[src/rtl/boc_acq_pkg.sv]
// Shared state encodings, nominal NCO words and the centre-out Doppler bin order
// for the B1 pilot acquisition controller.
package boc_acq_pkg;

    typedef logic [3:0] acq_state_t;

    localparam acq_state_t ST_IDLE    = 4'd0;
    localparam acq_state_t ST_START   = 4'd1;
    localparam acq_state_t ST_DWELL   = 4'd2;
    localparam acq_state_t ST_EVAL    = 4'd3;
    localparam acq_state_t ST_BIN_END = 4'd4;
    localparam acq_state_t ST_DETECT  = 4'd5;
    localparam acq_state_t ST_ALIGN   = 4'd6;
    localparam acq_state_t ST_DONE    = 4'd7;
    localparam acq_state_t ST_FAIL    = 4'd8;

    localparam logic [31:0] CAR_FCW_NOM_DEF = 32'd1342177280;
    localparam logic [31:0] PRN_FCW_NOM_DEF = 32'd274609472;
    localparam logic [31:0] DOPP_STEP_DEF   = 32'd214748;

    // Visit index -> signed bin: 0, +1, -1, +2, -2, ...
    function automatic logic signed [4:0] bin_of_idx(input logic [4:0] idx);
        logic [4:0] half;
        half = (idx + 5'd1) >> 1;
        return idx[0] ? $signed(half) : -$signed(half);
    endfunction

endpackage

[src/rtl/acq_peak_tracker.sv]
// N-lane maximum search for one dwell plus running peak, second peak and peak phase.
// Ties between lanes keep the lower lane; ties against the held peak keep the held peak.
module acq_peak_tracker
    import boc_acq_pkg::*;
#(
    parameter int N_PARAL    = 4,
    parameter int CORR_WIDTH = 32,
    parameter int PHS_WIDTH  = 14
) (
    input  logic                          rx_clk,
    input  logic                          rx_rst,
    input  logic                          clear,
    input  logic                          update,
    input  logic [PHS_WIDTH-1:0]          base,
    input  logic [N_PARAL*CORR_WIDTH-1:0] acc,
    output logic [CORR_WIDTH-1:0]         peak,
    output logic [CORR_WIDTH-1:0]         peak2,
    output logic [PHS_WIDTH-1:0]          peak_phs
);

    logic [CORR_WIDTH-1:0] best;
    logic [PHS_WIDTH-1:0]  best_k;

    always_comb begin
        best   = acc[0 +: CORR_WIDTH];
        best_k = '0;
        for (int k = 1; k < N_PARAL; k++) begin
            if (acc[k*CORR_WIDTH +: CORR_WIDTH] > best) begin
                best   = acc[k*CORR_WIDTH +: CORR_WIDTH];
                best_k = PHS_WIDTH'(k);
            end
        end
    end

    always_ff @(posedge rx_clk) begin
        if (rx_rst || clear) begin
            peak     <= '0;
            peak2    <= '0;
            peak_phs <= '0;
        end else if (update && (best > peak)) begin
            peak2    <= peak;
            peak     <= best;
            peak_phs <= base + best_k;
        end
    end

endmodule

[src/rtl/boc_acq_search.sv]
// Code-phase x Doppler acquisition controller: steps correlator dwells, sweeps bins
// centre-out, applies the detection threshold and aligns the tracking PRN generator.
//
//  state   | meaning
//  IDLE    | waiting for rx_start after reset
//  START   | one-cycle lane restart at tx_search_phs with current bin FCWs
//  DWELL   | waiting for the first rx_corr_eop of this dwell
//  EVAL    | advance code-phase base; end of code period closes the bin
//  BIN_END | threshold test; next bin or give up
//  DETECT  | detection results held, FCWs frozen
//  ALIGN   | waiting for tracking PRN phase to equal detected phase
//  DONE    | aligned, tracking released
//  FAIL    | every bin searched without detection
module boc_acq_search
    import boc_acq_pkg::*;
#(
    parameter int                   N_PARAL     = 4,
    parameter int                   CORR_WIDTH  = 32,
    parameter int                   PHS_WIDTH   = 14,
    parameter int                   CODE_LEN    = 8184,
    parameter int                   ACC_WIDTH   = 32,
    parameter int                   N_DOPP      = 15,
    parameter logic [ACC_WIDTH-1:0] DOPP_STEP   = ACC_WIDTH'(DOPP_STEP_DEF),
    parameter int                   CODE_SHIFT  = 4,
    parameter logic [ACC_WIDTH-1:0] CAR_FCW_NOM = ACC_WIDTH'(CAR_FCW_NOM_DEF),
    parameter logic [ACC_WIDTH-1:0] PRN_FCW_NOM = ACC_WIDTH'(PRN_FCW_NOM_DEF)
) (
    input  logic                          rx_clk,
    input  logic                          rx_rst,
    input  logic                          rx_start,
    input  logic [CORR_WIDTH-1:0]         rx_thresh,
    input  logic                          rx_corr_eop,
    input  logic [N_PARAL*CORR_WIDTH-1:0] rx_corr_acc,
    input  logic [PHS_WIDTH-1:0]          rx_prn_phs,
    output logic                          tx_dwell_rst,
    output logic [PHS_WIDTH-1:0]          tx_search_phs,
    output logic [ACC_WIDTH-1:0]          tx_car_fcw,
    output logic [ACC_WIDTH-1:0]          tx_prn_fcw,
    output logic                          tx_prn_align,
    output logic                          tx_trk_rst,
    output logic                          tx_acq_suc,
    output logic                          tx_acq_fail,
    output logic [PHS_WIDTH-1:0]          tx_acq_phs,
    output logic [4:0]                    tx_acq_bin,
    output logic [CORR_WIDTH-1:0]         tx_acq_peak,
    output logic [CORR_WIDTH-1:0]         tx_acq_peak2
);

    acq_state_t             state;
    logic [PHS_WIDTH-1:0]   base;
    logic [PHS_WIDTH:0]     base_next;
    logic [4:0]             bin_idx;
    logic [CORR_WIDTH-1:0]  thresh_q;
    logic [CORR_WIDTH-1:0]  peak, peak2;
    logic [PHS_WIDTH-1:0]   peak_phs;
    logic                   start_ok, detect, trk_clear;
    logic signed [4:0]      cur_bin;
    logic signed [ACC_WIDTH-1:0] bin_ext, dopp_off, code_off;

    assign start_ok  = rx_start && (state == ST_IDLE || state == ST_DONE || state == ST_FAIL);
    assign detect    = (peak > thresh_q);
    assign trk_clear = start_ok || (state == ST_BIN_END && !detect);
    assign base_next = {1'b0, base} + (PHS_WIDTH+1)'(N_PARAL);

    // Bin register only moves on a failed bin, so the FCWs freeze on detection.
    assign cur_bin  = bin_of_idx(bin_idx);
    assign bin_ext  = {{(ACC_WIDTH-5){cur_bin[4]}}, cur_bin};
    assign dopp_off = bin_ext * $signed(DOPP_STEP);
    assign code_off = dopp_off >>> CODE_SHIFT;

    assign tx_car_fcw    = CAR_FCW_NOM - $unsigned(dopp_off);
    assign tx_prn_fcw    = PRN_FCW_NOM + $unsigned(code_off);
    assign tx_search_phs = base;
    assign tx_dwell_rst  = (state == ST_START);
    assign tx_prn_align  = (state == ST_ALIGN) && (rx_prn_phs == tx_acq_phs);

    acq_peak_tracker #(
        .N_PARAL    (N_PARAL),
        .CORR_WIDTH (CORR_WIDTH),
        .PHS_WIDTH  (PHS_WIDTH)
    ) u_peak (
        .rx_clk   (rx_clk),
        .rx_rst   (rx_rst),
        .clear    (trk_clear),
        .update   (state == ST_DWELL && rx_corr_eop),
        .base     (base),
        .acc      (rx_corr_acc),
        .peak     (peak),
        .peak2    (peak2),
        .peak_phs (peak_phs)
    );

    always_ff @(posedge rx_clk) begin
        if (rx_rst) begin
            state        <= ST_IDLE;
            base         <= '0;
            bin_idx      <= '0;
            thresh_q     <= '0;
            tx_trk_rst   <= 1'b1;
            tx_acq_suc   <= 1'b0;
            tx_acq_fail  <= 1'b0;
            tx_acq_phs   <= '0;
            tx_acq_bin   <= '0;
            tx_acq_peak  <= '0;
            tx_acq_peak2 <= '0;
        end else begin
            case (state)
                ST_IDLE, ST_DONE, ST_FAIL: begin
                    if (start_ok) begin
                        thresh_q    <= rx_thresh;
                        base        <= '0;
                        bin_idx     <= '0;
                        tx_trk_rst  <= 1'b1;
                        tx_acq_suc  <= 1'b0;
                        tx_acq_fail <= 1'b0;
                        state       <= ST_START;
                    end
                end
                ST_START: state <= ST_DWELL;
                ST_DWELL: if (rx_corr_eop) state <= ST_EVAL;
                ST_EVAL: begin
                    if (base_next == (PHS_WIDTH+1)'(CODE_LEN)) begin
                        base  <= '0;
                        state <= ST_BIN_END;
                    end else begin
                        base  <= base_next[PHS_WIDTH-1:0];
                        state <= ST_START;
                    end
                end
                ST_BIN_END: begin
                    if (detect) begin
                        tx_acq_phs   <= peak_phs;
                        tx_acq_bin   <= $unsigned(cur_bin);
                        tx_acq_peak  <= peak;
                        tx_acq_peak2 <= peak2;
                        tx_acq_suc   <= 1'b1;
                        state        <= ST_DETECT;
                    end else if (bin_idx == 5'(N_DOPP-1)) begin
                        tx_acq_fail <= 1'b1;
                        state       <= ST_FAIL;
                    end else begin
                        bin_idx <= bin_idx + 5'd1;
                        state   <= ST_START;
                    end
                end
                ST_DETECT: state <= ST_ALIGN;
                ST_ALIGN: begin
                    if (rx_prn_phs == tx_acq_phs) begin
                        tx_trk_rst <= 1'b0;
                        state      <= ST_DONE;
                    end
                end
                default: state <= ST_IDLE;
            endcase
        end
    end

endmodule

[config.mk]
export PLATFORM = sky130hd
export DESIGN_NAME = boc_acq_search
export DESIGN_NICKNAME = d
export VERILOG_FILES = /design/src/rtl/boc_acq_pkg.sv /design/src/rtl/acq_peak_tracker.sv /design/src/rtl/boc_acq_search.sv
export SDC_FILE = /design/constraint.sdc
export NUM_CORES = 1
export LEC_CHECK = 0
export ABC_AREA = 1
export CAP_MARGIN = 30
export CORE_MARGIN = 1
export CORE_UTILIZATION = 52
export DETAILED_ROUTE_END_ITERATION = 10
export PLACE_DENSITY = 0.82
export RECOVER_POWER = 50
export REMOVE_ABC_BUFFERS = 1
export SLEW_MARGIN = 25
export SYNTH_ARGS = -nofsm -noshare
export SYNTH_HDL_FRONTEND = slang
export SYNTH_SLANG_ARGS = --single-unit
[constraint.sdc]
create_clock -name rx_clk -period 9.2 [get_ports rx_clk]
set_input_delay 1.38 -clock rx_clk [delete_from_list [all_inputs] [get_ports rx_clk]]
set_output_delay 1.38 -clock rx_clk [all_outputs]
set_load 0.02 [all_outputs]
* Yosys cells after proc, flatten, opt, wreduce, memory -nomap -nowiden
Cells that the tools add are included.
** Storage, ports and cells
- Register bits after elaboration :: 219
- Input bits :: 178
** Cells by class
- Reduce and logical (&&, ||, !) cells :: 23
- $lt $le $gt $ge :: 5
- Multiply operators :: 1
- Add/subtract/negate cells :: 6
- Muxes and demuxes :: 30
- Eq/ne operators :: 18
** Operators by type and width (count)
- > comparator 32 bit :: 5
- two-way mux 32 bit :: 3
- subtractor 31 x 32 -> 32 bit (first input constant) :: 1
- adder 30 x 20 -> 31 bit (first input constant) :: 1
- two-way mux 14 bit :: 2
- case mux 14 bit (2 select lines) :: 1
- case mux 4 bit (7 select lines) :: 1
- multiplier 5 x 17 -> 22 bit (second input constant) :: 1
- two-way mux 4 bit :: 5
- two-way mux 5 bit :: 4
- equality test 4 x 3 -> 1 bit (second input constant) :: 4
- adder 14 x 3 -> 15 bit (second input constant) :: 1
- equality test 15 x 13 -> 1 bit (second input constant) :: 1
- adder 14 x 2 -> 14 bit :: 1
- equality test 14 bit :: 1
- != test 2 bit (second input constant) :: 5
- case mux 5 bit (2 select lines) :: 1
- AND reduction 3 bit :: 3
- equality test 4 x 2 -> 1 bit (second input constant) :: 2
- AND reduction 4 bit :: 2
- two-way mux 1 bit :: 7
- case mux 1 bit (2 select lines) :: 3
- AND reduction 2 bit :: 3
- nonzero test 2 bit :: 3
- other kinds (13) :: 22

* Depth between registers and ports, before layout
- Depth in word-level cells :: 8
- Gate-level depth with buffers :: 61
- Mapped depth without buffers :: 57

* Modules after synthesis
From an unflattened synthesis, not the netlist that was laid out.
** Second synthesis, totals
- Cells, all modules :: 2472
- Area, all modules :: 16597.2 µm²
** By module, submodules not included
- boc_acq_search :: times used 1, cells an instance 1348, area each 9043.7 µm²
- acq_peak_tracker :: times used 1, cells an instance 1124, area each 7553.5 µm²

* Worst setup path before layout
OpenSTA, ideal clock, no wires.
- Kind :: input-to-reg
- Start :: in rx_corr_acc[23]
- End :: reg u_peak.peak[14]
- Stages on the path :: 44
- Data required time :: 9.091 ns
- Arrival :: 7.925 ns
- Path slack :: 1.166 ns
- Cell sequence :: inv_1 ha_1 nand2_1 nor2_1 nand4_1 nor2_2 nand4_2 nand2_4 clkbuf_1 o21ai_0 ha_1 nand4_1 nor3_1 nor4b_1 nand4_2 clkbuf_1 nand3_1 nand2_1 (+8 left out) o2111ai_1 nand2_1 inv_1 clkbuf_1 nand2_1 nand2_1 ha_1 nand2_1 or4_1 nor3_1 nand3_1 o2111ai_1 nand2_1 inv_2 buf_1 nand3_1 nand2_1 inv_1
** Between the ends
- Word-level cells in the longest chain between the ends :: 8
** RTL lines
- start: declaration :: RTL line boc_acq_search.sv:33 : input logic [N_PARAL*CORR_WIDTH-1:0] rx_corr_acc,
- > comparator 32 bit :: RTL line acq_peak_tracker.sv:28 : if (acc[k*CORR_WIDTH +: CORR_WIDTH] > best) begin
- two-way mux 32 bit * :: RTL line acq_peak_tracker.sv:28
- > comparator 32 bit :: RTL line acq_peak_tracker.sv:28
- two-way mux 32 bit * :: RTL line acq_peak_tracker.sv:28
- > comparator 32 bit :: RTL line acq_peak_tracker.sv:28
- two-way mux 32 bit * :: RTL line acq_peak_tracker.sv:28
- via u_peak.best[31] :: RTL line acq_peak_tracker.sv:21 : logic [CORR_WIDTH-1:0] best;
- > comparator 32 bit * :: RTL line acq_peak_tracker.sv:40 : end else if (update && (best > peak)) begin
- logical AND 1 bit * :: RTL line acq_peak_tracker.sv:40
- end signal: assignment :: RTL line acq_peak_tracker.sv:42 : peak <= best;
- end: declaration :: RTL line acq_peak_tracker.sv:16 : output logic [CORR_WIDTH-1:0] peak,
Mark *: on every way through the listed nets, which the timed path passes. The rest lies on a longest branch.
A chain may end at the register's enable or synchronous reset.

* Worst setup path in the final report
- Start :: in rx_corr_acc[23]
- End :: reg u_peak.peak2[3]
** Between the ends
- Word-level cells in the longest chain between the ends :: 8
** RTL lines
- > comparator 32 bit :: RTL line acq_peak_tracker.sv:28
- two-way mux 32 bit * :: RTL line acq_peak_tracker.sv:28
- > comparator 32 bit :: RTL line acq_peak_tracker.sv:28
- two-way mux 32 bit * :: RTL line acq_peak_tracker.sv:28
- > comparator 32 bit :: RTL line acq_peak_tracker.sv:28
- two-way mux 32 bit * :: RTL line acq_peak_tracker.sv:28
- via u_peak.best[3] :: RTL line acq_peak_tracker.sv:21
- > comparator 32 bit * :: RTL line acq_peak_tracker.sv:40
- logical AND 1 bit * :: RTL line acq_peak_tracker.sv:40
- end signal: assignment :: RTL line acq_peak_tracker.sv:41 : peak2 <= peak;
- end: declaration :: RTL line acq_peak_tracker.sv:17 : output logic [CORR_WIDTH-1:0] peak2,
Marks and branches as above.

==> metrics.yaml <==
setup_path:
  critical-path-top-delay-family: "simple AND/OR/NAND/NOR gates"
  critical_path_class: "input port to flop"
  required_ps: 9630
  cpPeakStageDelay_ps: 460
  worstPathArrival_ps: 9110
  crit_path_start_kind: "input port"
  path_buf_inv: 9
  reg2reg_from: "u_peak.peak[31]$_SDFFE_PP0P_"
  end_kind: "flop"
  r2r_setup_slack_ps: 3550
  cp_common_cell: "nand2_1"
  critical-path-slowest-cell: "clkdlybuf4s50_1"
  r2r_end: "tx_acq_peak[1]$_SDFFE_PP0P_"
  r2r_cells: 12
  critPathMaxFanout: 39
logic_synthesis:
  ys_ff_latch: 217
  ys_warn_count: 0
  synth_edf_count: 0
  seq_area_frac_synth_pct: 27.9
  synth_top_area_share_pct: 27.9
  async_reset_ff_share_pct: 0
  ys_dominant_reg_cell: "dfxtp_1"
  synth_cell_types: 60
  synth_top_area_cell: "dfxtp_1"
  synthTopCellsByArea: "dfxtp_1, ha_1, nand2_1"
  syn-cell-area_sq_um: 15600
  syn_inst: 2209
  syn_area_per_cell_sq_um: 7.06
floorplan:
  num_rows: 63
  die_w_microns: 175
  ios: 344
  die_height_microns: 175
  initial_core_util_pct: 52.7
  die-area_sq_um: 30700
  core_sq_um: 29600
timing:
  worstMarginPinSlew_ps: 4360
  max_freq_mhz: 115
  finalClockSkew_ps: 22.3
  final-hold-violation-count: 0
  relSlewSlack_pct: -191
  finalCritPeriodShare_pct: 94.4
  fin_tns_setup_ps: 0
  worst_slack_ps: 519
  post-route-min-period_ps: 8680
  final_max_slew_viol_count: 115
  finalSetupViolations: 0
finish:
  fin_nets: 2910
  layout-drive-gt1-share_pct: 6.14
  final_common_cell: "nand2_1"
  final_cell_mix: "nand2_1, inv_1, a21oi_1"
  area_growth_pct: 28.8
  antenna_cells: 0
drt:
  wl_per_cell_microns: 15.3
  drc_errors: 0
  drt_wl_total_microns: 44700
  vias: 15600
  detail-route-antenna-nets: 0
  firstDrtPassIters: 6
  via_per_inst: 5.36
  drt_iter0_drc: 994
hold_path:
  whs_endpoint: "tx_trk_rst$_SDFFE_PP1P_"
  holdPathStages: 2
  hold_path.class: "flop to flop"
  hold_start: "tx_trk_rst$_SDFFE_PP1P_"
outcome:
  status: "complete, but fails checks"
  violations: "capacitance limit, slew limit"
pwr:
  power_density_nw_per_um2: 163
  p_leak_nw: 9.90
  peakVddDrop_mv: 0.105
place:
  numPortBuffers: 326
  dp_slack_ps: -360
  gp_congestion: 0.924
  place_hpwl_microns: 34900
global_routing:
  grt_pass1_vias: 15100
  grt_max_degree: 115
  antenna_found_initial: 4
  grt_use_total_pct: 28.1
  grt_overflow: 0
  grt_pass1_wl_microns: 71400
clocking:
  cts_tree: "built"
  clkTransAtPathRegs_ps: 60
  htreeDepth: 1
  clk_path_buf_depth: 3
  clk_latency_ps: 510
  cts_buffers: 22
  root_buffer: "clkbuf_16"
  clock_sinks: 217
job:
  maxCapViolCount: 1
synth_stat cells (4+ instances only):
| master | instances |
|---|---|
| dfxtp_1 | 217 |
| fa_1 | 10 |
| inv_2 | 8 |
| clkbuf_1 | 57 |
| xnor2_1 | 13 |
| o21bai_1 | 4 |
| nand2_1 | 460 |
| a211oi_1 | 8 |
| o221ai_1 | 5 |
| nand4_1 | 23 |
| inv_1 | 274 |
| nor2_2 | 4 |
| o2111ai_1 | 8 |
| xor2_1 | 51 |
| a21oi_1 | 252 |
| nor3_1 | 16 |
| nand2_2 | 27 |
| nor2_1 | 146 |
| nand3_2 | 4 |
| buf_4 | 25 |
| ha_1 | 209 |
| o21ai_0 | 171 |
| nor4_1 | 4 |
| buf_2 | 13 |
| buf_1 | 4 |
| or2_2 | 7 |
| nor3_2 | 4 |
| nand3_1 | 130 |
per-stage QoR:
step                      instance area, sq um  cells  power [mW]  hold WS [ps]  utilization [%]
after global placement                   19200   2872        2.34           442             64.9
after CTS                                19800   2909        3.22           455             67.1
after detailed placement                 19200   2872        2.38           446             64.9
after global routing                     20100   2916        3.51           476             67.9
final                                    20100   2916        3.27           450             67.9
after floorplan                          15100   2123        1.95           438                -
layout make-up:
type                       count  area (sq um)
multi-input combinational   1625          9830
fill                        2492          9490
sequential                   217          4340
timing repair buffer         365          3680
inverter                     282          1070
clock buffer                  31           614
tap                          390           488
clock inverter                 6          45.0
cells by family (layout without fill, tap and decap cells):
kind of cell,after synthesis,after routing,share of synthesized area (%)
AOI/OAI and AO/OA,475,475,16.3
xor gates and xnor gates,68,68,4.16
adders and majority gates,219,219,18.1
buffers and inverters,384,684,10.1
DFF,217,217,27.9
other,2,18,0.0482
and+or+nand+nor,844,845,23.4
sequential cells by signal (all words and copies together) (netlist names):
signal / cells
tx_trk_rst: 1
tx_acq_suc: 1
tx_acq_phs: 14
u_peak.peak_phs: 14
state: 4
tx_search_phs: 12
tx_acq_fail: 1
u_peak.peak2: 32
tx_acq_bin: 5
bin_idx: 5
tx_acq_peak: 32
tx_acq_peak2: 32
u_peak.peak: 32
thresh_q: 32
layer usage:
layer  part of all wire (%)  routed length, microns  GRT usage, %  up-vias
met5                  0.056                      25             0        -
met4                    3.2                    1430          8.99        4
met3                    6.1                    2720          4.18       94
met2                     50                   22100          51.5      505
met1                     41                   18400          33.3     7195
li1                       -                       -             -     7838
power by group:
part           leakage [nW]  total [mW]  internal (mW)  switching, mW
clock                 0.326       0.833          0.466          0.367
sequential             1.76        1.09           1.04         0.0492
combinational          7.81        1.35          0.506          0.846
worst reg2reg max path, stage by stage (launching register included):
cell	delay, ps
dfxtp_1	360
ha_1	320
nand2_1	70
nor2_1	150
nand4_1	190
nor2_1	230
nand2_1	90
nand3_1	120
nand2_1	70
nor2_1	140
clkbuf_1	3080
o21ai_0	390
a21oi_1	320
worst max path at each step:
stage                    start                         endpoint  slack (ps)  depth (start not counted)
6_report       rx_corr_acc[23]     u_peak.peak2[3]$_SDFFE_PP0P_         520                         51
5_1_grt        rx_corr_acc[23]      u_peak.peak[7]$_SDFFE_PP0P_         -80                         55
4_1_cts        rx_corr_acc[23]     u_peak.peak[18]$_SDFFE_PP0P_         130                         52
3_5_place_dp   rx_corr_acc[23]     u_peak.peak[18]$_SDFFE_PP0P_        -360                         52
3_3_place_gp   rx_corr_acc[23]     u_peak.peak[25]$_SDFFE_PP0P_         -90                         51
2_1_floorplan  rx_corr_acc[23]  u_peak.peak_phs[0]$_SDFFE_PP0P_       -2030                         40
repair_timing:
action	in CTS	in global routing
endpoints found under the setup margin	0	78
gates resized for setup	0	38
setup buffers	0	4
hold buffers	0	0
Power figures use the tool's default switching activity.
